[config.mk]
export PLATFORM = sky130hd
export DESIGN_NAME = lspc_irq_ctrl
export DESIGN_NICKNAME = d
export VERILOG_FILES = /design/src/rtl/lspc_irq_ctrl.sv
export SDC_FILE = /design/constraint.sdc
export NUM_CORES = 1
export LEC_CHECK = 0
export ABC_AREA = 1
export BUFFER_PORTS_ARGS = -buffer_cell sky130_fd_sc_hd__buf_4
export CAP_MARGIN = 10
export CORE_MARGIN = 3
export CORE_UTILIZATION = 41
export DETAILED_ROUTE_END_ITERATION = 6
export GPL_TIMING_DRIVEN = 0
export HOLD_SLACK_MARGIN = 0.05
export MAX_ROUTING_LAYER = met4
export PLACE_DENSITY = 0.74
export SLEW_MARGIN = 20
export SYNTH_ARGS = -nofsm -noshare
export SYNTH_HDL_FRONTEND = slang
export SYNTH_SLANG_ARGS = --single-unit
[constraint.sdc]
create_clock -name CLK -period 2.29 [get_ports CLK]
set_clock_uncertainty 0.1 [all_clocks]
set_input_delay 0.1145 -clock CLK [delete_from_list [all_inputs] [get_ports CLK]]
set_output_delay 0.1145 -clock CLK [all_outputs]
set_load 0.005 [all_outputs]
[src/rtl/lspc_irq_ctrl.sv]
// lspc_irq_ctrl
// Register-side controller for the LSPC horizontal timer and the 68k
// interrupt sources (reset, timer, vblank). Decodes CPU writes to the
// LSPCMODE, timer-load, IRQACK and TIMERSTOP offsets, drives the timer
// load strobes and mode controls, latches interrupt requests on rising
// edges and presents the highest pending level on IPL.
//
// Build option: define LSPC_TIMER_STOP_EN to implement the TIMERSTOP
// register at offset 7. Without it TIMER_STOP is tied low and writes to
// offset 7 are ignored.
module lspc_irq_ctrl (
    input  logic        CLK,
    input  logic        RESET,
    input  logic        REG_WE,
    input  logic [2:0]  REG_ADDR,
    input  logic [15:0] M68K_DATA,
    input  logic        TIMER_IRQ,
    input  logic        VBLANK,
    output logic        WR_TIMER_HIGH,
    output logic        WR_TIMER_LOW,
    output logic [15:0] TIMER_DATA,
    output logic [2:0]  TIMER_MODE,
    output logic        TIMER_IRQ_EN,
    output logic        TIMER_STOP,
    output logic        AA_DISABLE,
    output logic [7:0]  AA_SPEED,
    output logic [2:0]  IPL
);

    // Register offsets within the LSPC window
    localparam logic [2:0] ADDR_LSPCMODE  = 3'd3;
    localparam logic [2:0] ADDR_TIMER_HI  = 3'd4;
    localparam logic [2:0] ADDR_TIMER_LO  = 3'd5;
    localparam logic [2:0] ADDR_IRQACK    = 3'd6;
    localparam logic [2:0] ADDR_TIMERSTOP = 3'd7;

    // Interrupt levels as seen by the 68k encoder
    localparam logic [2:0] LEVEL_NONE   = 3'd0;
    localparam logic [2:0] LEVEL_VBLANK = 3'd1;
    localparam logic [2:0] LEVEL_TIMER  = 3'd2;
    localparam logic [2:0] LEVEL_RESET  = 3'd3;

    // Write decode
    logic sel_mode;
    logic sel_timer_hi;
    logic sel_timer_lo;
    logic sel_ack;

    // Pending interrupt flags and edge-history registers
    logic pend_rst;
    logic pend_tmr;
    logic pend_vbl;
    logic tmr_hist;
    logic vbl_hist;

    // Next-state values for the pending flags
    logic tmr_rise;
    logic vbl_rise;
    logic ack_rst;
    logic ack_tmr;
    logic ack_vbl;
    logic pend_rst_next;
    logic pend_tmr_next;
    logic pend_vbl_next;
    logic [2:0] ipl_next;

    // Address decode, qualified by the write strobe
    always_comb begin
        sel_mode     = REG_WE && (REG_ADDR == ADDR_LSPCMODE);
        sel_timer_hi = REG_WE && (REG_ADDR == ADDR_TIMER_HI);
        sel_timer_lo = REG_WE && (REG_ADDR == ADDR_TIMER_LO);
        sel_ack      = REG_WE && (REG_ADDR == ADDR_IRQACK);
    end

    // Edge detection and pending-flag update; a set in the same cycle as
    // an ack of the same flag wins so no interrupt event is ever dropped
    always_comb begin
        tmr_rise = TIMER_IRQ & ~tmr_hist;
        vbl_rise = VBLANK & ~vbl_hist;

        ack_rst = sel_ack & M68K_DATA[0];
        ack_tmr = sel_ack & M68K_DATA[1];
        ack_vbl = sel_ack & M68K_DATA[2];

        // Reset requests are only raised by RESET itself
        pend_rst_next = pend_rst & ~ack_rst;
        pend_tmr_next = tmr_rise | (pend_tmr & ~ack_tmr);
        pend_vbl_next = vbl_rise | (pend_vbl & ~ack_vbl);
    end

    // Priority encode of the current flags: reset > timer > vblank
    always_comb begin
        ipl_next = LEVEL_NONE;
        if (pend_rst) begin
            ipl_next = LEVEL_RESET;
        end else if (pend_tmr) begin
            ipl_next = LEVEL_TIMER;
        end else if (pend_vbl) begin
            ipl_next = LEVEL_VBLANK;
        end
    end

    // Interrupt state: history, pending flags and the registered level
    always_ff @(posedge CLK or posedge RESET) begin
        if (RESET) begin
            tmr_hist <= 1'b0;
            vbl_hist <= 1'b0;
            pend_rst <= 1'b1;
            pend_tmr <= 1'b0;
            pend_vbl <= 1'b0;
            IPL      <= LEVEL_RESET;
        end else begin
            tmr_hist <= TIMER_IRQ;
            vbl_hist <= VBLANK;
            pend_rst <= pend_rst_next;
            pend_tmr <= pend_tmr_next;
            pend_vbl <= pend_vbl_next;
            IPL      <= ipl_next;
        end
    end

    // Timer load strobes and the data word that goes with them; the data
    // is held between writes so the timer can sample it late if it wants
    always_ff @(posedge CLK or posedge RESET) begin
        if (RESET) begin
            WR_TIMER_HIGH <= 1'b0;
            WR_TIMER_LOW  <= 1'b0;
            TIMER_DATA    <= 16'h0000;
        end else begin
            WR_TIMER_HIGH <= sel_timer_hi;
            WR_TIMER_LOW  <= sel_timer_lo;
            if (sel_timer_hi || sel_timer_lo) begin
                TIMER_DATA <= M68K_DATA;
            end
        end
    end

    // LSPCMODE fields: auto-animation and timer mode controls
    always_ff @(posedge CLK or posedge RESET) begin
        if (RESET) begin
            AA_SPEED     <= 8'h00;
            TIMER_MODE   <= 3'b000;
            TIMER_IRQ_EN <= 1'b0;
            AA_DISABLE   <= 1'b0;
        end else if (sel_mode) begin
            AA_SPEED     <= M68K_DATA[15:8];
            TIMER_MODE   <= M68K_DATA[7:5];
            TIMER_IRQ_EN <= M68K_DATA[4];
            AA_DISABLE   <= M68K_DATA[3];
        end
    end

`ifdef LSPC_TIMER_STOP_EN
    logic sel_stop;

    // TIMERSTOP decode
    always_comb begin
        sel_stop = REG_WE && (REG_ADDR == ADDR_TIMERSTOP);
    end

    // TIMERSTOP register: halts the timer in non-displayed lines on PAL
    always_ff @(posedge CLK or posedge RESET) begin
        if (RESET) begin
            TIMER_STOP <= 1'b0;
        end else if (sel_stop) begin
            TIMER_STOP <= M68K_DATA[0];
        end
    end
`else
    // No TIMERSTOP register in this build
    assign TIMER_STOP = 1'b0;
`endif

endmodule
# Word level (Yosys, flattened, before mapping)
# Cells that the tools add are included.
# word_totals
output_inout_bits,35
reg_bits,39
# op_classes
bitwise_logic,15
n_eq_ne,4
n_reduce_logical,5
n_mux,3
# op_table
cell,count
"3-bit equality test, second input constant",3
1-bit bitwise AND,8
1-bit NOT,5
1-bit logical AND,4
2-bit two-way mux,2
"3-bit by 2-bit equality test with 1-bit output, second input constant",1
1-bit OR,2
1-bit logical OR,1
1-bit two-way mux,1

# Depth between registers and ports, before layout
# Gate-level depths: netlist of run 1.
# depth
word_depth,6
depth_mapped,6

# Least setup slack after synthesis of run 1
# No wires, ideal clock.
# synth_path
kind,input to register
startpoint,input port REG_ADDR[0]
endpoint,register AA_DISABLE
arrival_ns,0.596
cell_stages,6
setup_slack_ns,1.476
required_time_ns,2.073
cell_sequence,inv_1 -> nor2_2 -> nand2_4 -> buf_6 -> nand2_1 -> o21ai_2
# synth_via
elab_chain_cells,2
# synth_rtl
item,line_no,text
start: declaration,15,"input logic [2:0] REG_ADDR,"
3-bit by 2-bit equality test with 1-bit output,69,sel_mode = REG_WE && (REG_ADDR == ADDR_LSPCMODE);
1-bit logical AND,69,
end signal: assignment,149,AA_DISABLE <= M68K_DATA[3];
end: declaration,25,"output logic AA_DISABLE,"
# No other way between the ends.
# A chain may end at the register's enable or synchronous reset.

# Worst setup path after layout of run 1
# layout_path
startpoint,input port REG_ADDR[0]
endpoint,register WR_TIMER_LOW
# layout_via
elab_chain_cells,2
# layout_rtl
item,line_no,text
3-bit equality test,71,sel_timer_lo = REG_WE && (REG_ADDR == ADDR_TIMER_LO);
1-bit logical AND,71,
named net sel_timer_lo,46,logic sel_timer_lo;
end signal: assignment,131,WR_TIMER_LOW <= sel_timer_lo;
end: declaration,20,"output logic WR_TIMER_LOW,"
# The timed path passes the listed nets, and every way through them passes these cells.

==> results of run 1 <==
==> what timing repair did <==
action	CTS	global route
setup endpoints to repair	0	0
resized for setup	0	0
hold buffers	23	0
endpoints found under the hold margin	66	0
==> through the flow <==
stage | instances | total power, W | hold slack, ps | util
6_report | 284 | 0.00162 | 94.5 | 0.671
5_1_grt | 284 | 0.00172 | 106 | 0.671
4_1_cts | 284 | 0.00164 | 86.7 | 0.671
3_5_place_dp | 253 | 0.00117 | 138 | 0.581
3_3_place_gp | 253 | 0.00116 | 137 | 0.581
2_1_floorplan | 151 | 0.000961 | 45.9 | -
==> layout make-up <==
class                           count  area (sq um)  area share
Buffer                              7          52.6      0.0227
Clock buffer                        8          80.1      0.0347
Inverter                           25          93.8      0.0406
Multi-Input combinational cell     81           422       0.182
Sequential cell                    38           955       0.413
Tap cell                           46          57.6      0.0249
Timing Repair Buffer               79           651       0.282
==> worst paths after layout <==
kind                                    start                    endpoint  depth (start not counted)
max in group asynchronous               RESET   TIMER_MODE[1]$_DFFE_PP0P_                          3
hold reg to reg            pend_rst$_DFF_PP1_          pend_rst$_DFF_PP1_                          2
setup / recovery                  REG_ADDR[0]      WR_TIMER_LOW$_DFF_PP0_                          5
setup reg to reg           pend_rst$_DFF_PP1_            IPL[0]$_DFF_PP1_                          2
hold / removal                         REG_WE  TIMER_DATA[14]$_DFFE_PP0P_                          4
min in group asynchronous               RESET          vbl_hist$_DFF_PP0_                          3
==> logic make-up after synthesis <==
| family | after synthesis |
|---|---|
| other cells | 1 |
| buf+inv | 32 |
| compound gates | 29 |
| simple gates | 50 |
| flops | 38 |
==> tightest hold or removal path, cell delays in order <==
cell      delay [ps]
buf_4            130
nand3b_4          90
nand2_1           40
o21ai_0           60
==> state kept, by name, summed over array words and instances (netlist names), 2 cells and up <==
signal / count
TIMER_DATA: 16
IPL: 2
TIMER_MODE: 3
AA_SPEED: 8
==> Yosys cell counts (2+ instances only) <==
library cell   n
dfrtp_1       35
nand2_1       41
buf_2          2
dfstp_2        3
inv_1         24
buf_4          2
nor3_1         2
o21ai_2       13
buf_6          2
o21ai_0       16
nand3_1        3
==> per-layer routing <==
layer	track usage	routed length, microns	vias to the layer above
met1	0.211	1500	584
met4	0.0835	53	0
met3	0.0371	166	5
met2	0.298	1920	34
li1	-	-	630
met5	-	0	-
==> power groups by stage <==
stage / clock [W] / combinational, W / sequential (W)
4_1_cts: 0.000442 / 0.000370 / 0.000823
6_report: 0.000427 / 0.000367 / 0.000824
3_5_place_dp: 0 / 0.000340 / 0.000835
5_1_grt: 0.000485 / 0.000406 / 0.000832
2_1_floorplan: 0 / 0.000127 / 0.000835
3_3_place_gp: 0 / 0.000331 / 0.000831
==> reports/metrics.cfg, run 1 <==
[power_and_ir_drop]
power_leakage_nw = 1.26
cellPowerDensity_nw_per_um2 = 700
internal_power_w = 0.00120
ir_drop_mv = 0.403
comb_power_share = 0.227
switchingPower_w = 0.000418
seq_power_share = 0.509
clock_power_share = 0.264
switching_share = 0.259

[yosys]
synth_area_leaders = dfrtp_1 58%, nand2_1 10%, o21ai_2 7.5%
synth_compound_area_frac = 0.128
synthMuxAreaShare = 0
ys_ff_latch = 38
async_flop_share = 1.00
yosysTopAreaCell = dfrtp_1
synth_edf_count = 0
synth_top_family_by_area = simple AND/OR/NAND/NOR gates
syn-cell-area_sq_um = 1520
synthFlopType = dfrtp_1
syn_avg_cell_area_sq_um = 10.1
synthCells = 150
synth_top_area_share = 0.577
yosysWarnings = 0
synthAdderAreaFrac = 0
seq_area_frac_synth = 0.629
synthXorXnorAreaFrac = 0
synth_simple_gate_area_share = 0.145
ys_types = 18

[floorplan]
die_h_microns = 66.9
core_area_sq_um = 3440
placementRows = 21
dieWidth_microns = 66.9
start_util = 0.441
die_area_sq_um = 4470
io_pins = 59

[worst_setup_path]
critPathMaxFanout = 3
crit_top_cell = dlygate4sd3_1
cpLargestDelayFamily = buffers and inverters
cp.required_ps = 2410
path_cells = dlygate4sd3_1, buf_4, inv_1, nor3_1, dlygate4sd3_1
cp-start-kind = primary input
end_kind = register
crit_type = primary input to register
slowest_delay_ps = 580
rrSetupSlack_ps = 1500
cp_slowest_cell = dlygate4sd3_1
critPathBufInv = 4
crit_arrival_ps = 1580

[timing]
final_hold_viol_count = 0
fmax_mhz = 683
tightest_slew_ps = 761
finalSetupViolations = 0
slew_headroom = 0.492
setup_tns_ps = 0
setup_ws_ps = 825
min_period_over_period = 0.640
slew_violations = 0
min_period_ps = 1470
rsz0062_at_grt = false

[routing]
drc = 0
drt_iter0_drc = 83
wl_microns = 3640
wire_per_inst_microns = 12.8
num_vias = 1253
drt-pass1-iter-count = 4
viasPerCell = 4.41
ant_nets = 0

[finish]
fin_nets = 261
diodes = 0
final_common_cell = buf_4
mostFrequentLayoutCells = 58 x buf_4, 41 x nand2_1, 35 x dfrtp_1, 23 x inv_1, 23 x dlygate4sd3_1
area_growth_pct = 52.1
drive_gt1_frac = 0.374
fillers = 297
postLayoutCellArea_sq_um = 2310

[place]
dp.final_hpwl_microns = 2390
placed_cell_area_sq_um = 2000
io_buffers = 56
globalplace.congestion = 0.739
place_ws_ps = 1250

[clock_network]
clkSinkCount = 38
clockBufferDepth = 2
post_cts_buffers = 0
cts_buffers = 5
cts_tree = yes
htree_levels = 2
cts_root_buffer = clkbuf_8
worstSkewPairLatency_ps = 280
cts.clk_slew.worst_paths_ps = 70

[global_routing]
grt_pass1_vias = 1215
grt_max_degree = 39
antenna_found_initial = 0
grt_remaining_overflow = 0
grt_pass1_wl_microns = 5640
track_usage = 0.180

[run]
drv_cap = 0

[worst_hold_path]
hold_path.class = primary input to register

[run_status]
outcome = completed

Note: power is estimated with default switching activity, not from simulation.
==> inputs of run 2 (changes only) <==
--- a/config.mk
+++ b/config.mk
@@ -14,7 +14,7 @@
 export GPL_TIMING_DRIVEN = 0
 export HOLD_SLACK_MARGIN = 0.05
 export MAX_ROUTING_LAYER = met4
-export PLACE_DENSITY = 0.74
+export PLACE_DENSITY = 0.77
 export SLEW_MARGIN = 20
 export SYNTH_ARGS = -nofsm -noshare
 export SYNTH_HDL_FRONTEND = slang
==> constraint.sdc (replaced) <==
create_clock -name CLK -period 1.2 [get_ports CLK]
set_clock_uncertainty 0.1 [all_clocks]
set_input_delay 0.06 -clock CLK [delete_from_list [all_inputs] [get_ports CLK]]
set_output_delay 0.06 -clock CLK [all_outputs]
set_load 0.005 [all_outputs]
==> run 2 against run 1 <==
  * Register-to-register slack worse by 1100 ps
  * Wire length is 3.8% higher
  * Count of clock-buffer cells in the layout is 1 lower
  * Global-route usage is 0.24 points higher
  * Combinational power is 97% higher
  * Design area is 4.5% higher
  * Non-clock buffer count is 7 higher
  * Total power is 96% higher
  * Cell count is 2.5% higher
  * Critical path depth is 2 higher
  * The run now ends with negative setup slack left
==> reports/metrics.cfg, run 2 (synthesis gave the netlist of run 1 again) <==
[run_status]
outcome = finished with violations
violations = negative setup slack

[routing]
viasPerCell = 4.47
num_vias = 1300
drt-pass1-iter-count = 4
drt_iter0_drc = 51
drc = 0
wire_per_inst_microns = 13.0
wl_microns = 3780
ant_nets = 0

[finish]
mostFrequentLayoutCells = 62 x buf_4, 41 x nand2_1, 35 x dfrtp_1, 23 x inv_1, 23 x dlygate4sd3_1
diodes = 0
drive_gt1_frac = 0.396
top_regs = TIMER_DATA: 16 flops, AA_SPEED: 8 flops, TIMER_MODE: 3 flops
final_common_cell = buf_4
fin_nets = 268
largest_reg_flops = 16
seq_area_sq_um = 955
multi_input_area_sq_um = 422
finalNonFillerCells = 291
largest_register = TIMER_DATA
area_growth_pct = 59.1
fillers = 267

[timing]
min_period_ps = 1200
slew_violations = 0
setup_ws_ps = -1.61
fmax_mhz = 832
whs_ps = 53.4
final_hold_viol_count = 0
finalSetupViolations = 1
min_period_over_period = 1.00

[power_and_ir_drop]
seq_power_share = 0.496
switchingPower_w = 0.000803
comb_power_share = 0.229
cellPowerDensity_nw_per_um2 = 1310
power_leakage_nw = 1.32
clock_power_share = 0.275
switching_share = 0.254
internal_power_w = 0.00236
total_power_w = 0.00316
ir_drop_mv = 0.823

[global_routing]
grt_max_degree = 33
track_usage = 0.183
grt_pass1_wl_microns = 5720
antenna_found_initial = 0
grt_remaining_overflow = 0
grt_pass1_vias = 1288

[run]
drv_cap = 0

[clock_network]
cts_tree = yes
htree_levels = 2
cts_root_buffer = clkbuf_8
cts_buffers = 5
clkSinkCount = 38
clockBufferDepth = 2
cts.clk_slew.worst_paths_ps = 70
worstSkewPairLatency_ps = 280

[worst_setup_path]
cp.required_ps = 1270
rrSetupSlack_ps = 410
cpLargestDelayFamily = buffers and inverters
r2r_end = IPL[1]$_DFF_PP1_
critPathBufInv = 4
rr_startpoint = pend_rst$_DFF_PP1_
crit_arrival_ps = 1270
crit_type = primary input to register
cp_slowest_cell = dlygate4sd3_1
critPathMaxFanout = 10
path_cells = dlygate4sd3_1, buf_4, nand2_1, inv_2, nand2_4, buf_6, o21ai_2
end_kind = register
slowest_delay_ps = 530
r2r_cells = 2
cp-start-kind = primary input

[floorplan]
dieWidth_microns = 66.9
io_pins = 59
start_util = 0.441
core_area_sq_um = 3440
placementRows = 21
die_area_sq_um = 4470
die_h_microns = 66.9

[place]
dp.cells = 254
globalplace.congestion = 0.763
io_buffers = 56
dp.final_hpwl_microns = 2410

[worst_hold_path]
hold_path_end = TIMER_DATA[15]$_DFFE_PP0P_
hp-start = REG_ADDR[2]
hold_path.class = primary input to register
holdPathStages = 4

run 2: area by class of cell:
class / count / share of cell area
flip-flops and latches: 38 / 0.395
multi-input cells: 81 / 0.175
clock buffers: 7 / 0.0357
plain buffers: 7 / 0.0243
inverters: 25 / 0.0388
repair buffers: 86 / 0.306
well taps: 46 / 0.0238
clock inverters: 1 / 0.00207
run 2: how the worst max path moves through the flow:
stage,start,to,slack [ps],depth (start not counted)
floorplan,RESET,AA_DISABLE$_DFFE_PP0P_,180,1
global placement,RESET,AA_SPEED[5]$_DFFE_PP0P_,-320,2
detailed placement,REG_ADDR[1],TIMER_DATA[5]$_DFFE_PP0P_,220,5
CTS,REG_WE,AA_SPEED[0]$_DFFE_PP0P_,10,7
global route,REG_WE,AA_SPEED[0]$_DFFE_PP0P_,-20,7
finish,REG_WE,AA_SPEED[7]$_DFFE_PP0P_,-2,7
run 2: timing repair:
action                     CTS  global route
setup buffers                0             5
hold endpoints to repair    74             2
hold buffers                22             2
setup endpoints to repair    0            13
resized for setup            0             3
run 2: stage by stage:
step | setup TNS (ps) | utilization | cell area [sq um] | setup slack (ps)
global placement | -11320 | 0.581 | 2000 | -321
global route | -118 | 0.702 | 2420 | -21.0
finish | -1.61 | 0.702 | 2420 | -1.61
detailed placement | 0 | 0.587 | 2020 | 221
floorplan | 0 | - | 1520 | 184
CTS | 0 | 0.678 | 2330 | 12.4
run 2: power by group through the flow:
| stage | Combinational, W | Sequential (W) | Clock [W] |
|---|---|---|---|
| floorplan | 0.000242 | 0.00159 | 0 |
| global placement | 0.000632 | 0.00158 | 0 |
| detailed placement | 0.000657 | 0.00159 | 0 |
| CTS | 0.000713 | 0.00157 | 0.000906 |
| global route | 0.000802 | 0.00159 | 0.000967 |
| finish | 0.000724 | 0.00157 | 0.000868 |
run 2: per-layer routing:
metal	track usage	share of wire	vias up
met5	-	0	-
met4	0.0709	0.0077	0
met3	0.0556	0.066	4
met2	0.311	0.52	47
met1	0.201	0.41	607
li1	-	-	642
run 2: worst reg2reg max path: stages, from the launching register on:
cell,delay (ps)
dfstp_2,530
inv_1,40
nand2_1,60
==> inputs of run 3 (changes only) <==
--- a/config.mk
+++ b/config.mk
@@ -15,6 +15,7 @@
 export HOLD_SLACK_MARGIN = 0.05
 export MAX_ROUTING_LAYER = met4
 export PLACE_DENSITY = 0.77
+export REMOVE_ABC_BUFFERS = 1
 export SLEW_MARGIN = 20
 export SYNTH_ARGS = -nofsm -noshare
 export SYNTH_HDL_FRONTEND = slang
==> run 3 against run 2 <==
  * The flow now finishes without violations
  * Critical path depth is 6 lower
  * Via count is 6.0% lower
  * First-iteration DRC count is 29% higher
  * Die area stayed put
  * Global-route usage is 0.88 points lower
  * Sequential cell count stayed put
  * Total power is 4.1% higher
  * Combinational power is 3.6% lower
  * Cell count is 4.1% lower
  * Critical path type is now register to primary output
==> reports/metrics.cfg, run 3 (synthesis gave the netlist of run 1 again) <==
[global_routing]
grt_pass1_vias = 1262
antenna_found_initial = 0
grt_remaining_overflow = 0
grt_pass1_wl_microns = 5670
track_usage = 0.174
grt_max_degree = 33

[finish]
fin_nets = 256
area_growth_pct = 52.4
seq_area_sq_um = 955
top_regs = TIMER_DATA: 16 flops, AA_SPEED: 8 flops, TIMER_MODE: 3 flops
largest_register = TIMER_DATA
final_core_util = 0.672
fillers = 272
largest_reg_flops = 16
diodes = 0
multi_input_area_sq_um = 422
drive_gt1_frac = 0.361
mostFrequentLayoutCells = 56 x buf_4, 41 x nand2_1, 35 x dfrtp_1, 24 x dlygate4sd3_1, 23 x inv_1
final_common_cell = buf_4

[timing]
rsz0062_at_grt = false
min_period_over_period = 0.896
slew_violations = 0
whs_ps = 99.2
fmax_mhz = 930
min_period_ps = 1070
final_hold_viol_count = 0
finalSetupViolations = 0

[worst_setup_path]
cp-start-kind = register
critPathBufInv = 1
cpLargestDelayFamily = flip-flops
slowest_delay_ps = 530
crit_type = register to primary output
crit_arrival_ps = 910
end_kind = primary output
critPathMaxFanout = 1
path_cells = buf_4
cp.required_ps = 1040
cp_slowest_cell = dfstp_2

[routing]
ant_nets = 0
wl_microns = 3430
drc = 0
viasPerCell = 4.38
drt_iter0_drc = 66
drt-pass1-iter-count = 4
wire_per_inst_microns = 12.3
num_vias = 1222

[clock_network]
clockBufferDepth = 2
clkSinkCount = 38
htree_levels = 2
worstSkewPairLatency_ps = 280
cts_root_buffer = clkbuf_8
post_cts_buffers = 0
cts.clk_slew.worst_paths_ps = 70
cts_buffers = 5
cts_tree = yes

[power_and_ir_drop]
internal_power_w = 0.00250
clock_power_share = 0.313
power_leakage_nw = 1.25
ir_drop_mv = 0.954
switchingPower_w = 0.000796
comb_power_share = 0.212
switching_share = 0.242
cellPowerDensity_nw_per_um2 = 1420
seq_power_share = 0.476

[floorplan]
core_area_sq_um = 3440
die_h_microns = 66.9
io_pins = 59
dieWidth_microns = 66.9
placementRows = 21
die_area_sq_um = 4470
start_util = 0.441

[worst_hold_path]
hold_path.class = primary input to register

[place]
io_buffers = 56
globalplace.congestion = 0.703
dp.final_hpwl_microns = 2160

[run]
drv_cap = 0

[run_status]
outcome = completed

==> run 3: metrics by stage <==
stage	power, W	area, sq um	setup slack (ps)	instances	TNS [ps]
floorplan	0.00182	1470	184	144	0
global placement	0.00220	1950	-313	246	-11020
detailed placement	0.00223	1970	189	247	0
CTS	0.00332	2310	112	279	0
global route	0.00350	2310	84.5	279	0
finish	0.00329	2310	125	279	0
==> run 3: repair_timing <==
| action | 4_1_cts | 5_1_grt |
|---|---|---|
| hold buffers | 24 | 0 |
| gates resized for setup | 0 | 0 |
| endpoints found under the hold margin | 71 | 0 |
==> run 3: path summary, 6_finish.rpt <==
path / startpoint / to / slack [ps] / depth (start not counted)
worst min-delay path: REG_ADDR[1] / pend_rst$_DFF_PP1_ / 100 / 6
worst min register to register: pend_rst$_DFF_PP1_ / pend_rst$_DFF_PP1_ / 350 / 2
max in group asynchronous: RESET / pend_rst$_DFF_PP1_ / 310 / 4
min in group asynchronous: RESET / TIMER_DATA[10]$_DFFE_PP0P_ / 190 / 3
worst max-delay path: IPL[0]$_DFF_PP1_ / IPL[0] / 130 / 1
worst max register to register: pend_rst$_DFF_PP1_ / IPL[0]$_DFF_PP1_ / 400 / 2
==> run 3: cell type report <==
class	count	share of cell area
Timing Repair Buffer	81	0.294
Sequential cell	38	0.412
Multi-Input combinational cell	81	0.182
Inverter	25	0.0405
Clock inverter	1	0.0130
Clock buffer	7	0.0330
Tap cell	46	0.0249
==> run 3: per-layer routing <==
metal | track usage | wire length, microns | vias up
li1 | - | - | 617
met1 | 0.202 | 1400 | 559
met2 | 0.297 | 1760 | 42
met3 | 0.0438 | 242 | 4
met4 | 0.0532 | 24 | 0
met5 | - | 0 | -
==> run 3: power by group through the flow <==
stage	clock, W	sequential (W)	combinational [W]
2_1_floorplan	0	0.00159	0.000229
3_3_place_gp	0	0.00158	0.000620
3_5_place_dp	0	0.00159	0.000642
4_1_cts	0.00106	0.00156	0.000703
5_1_grt	0.00113	0.00158	0.000784
6_report	0.00103	0.00157	0.000698
==> run 3: tightest hold or removal path, cell delays in order <==
cell	delay (ps)
buf_4	100
nand2_1	60
inv_2	90
nand3_1	80
nand2_1	50
inv_1	30
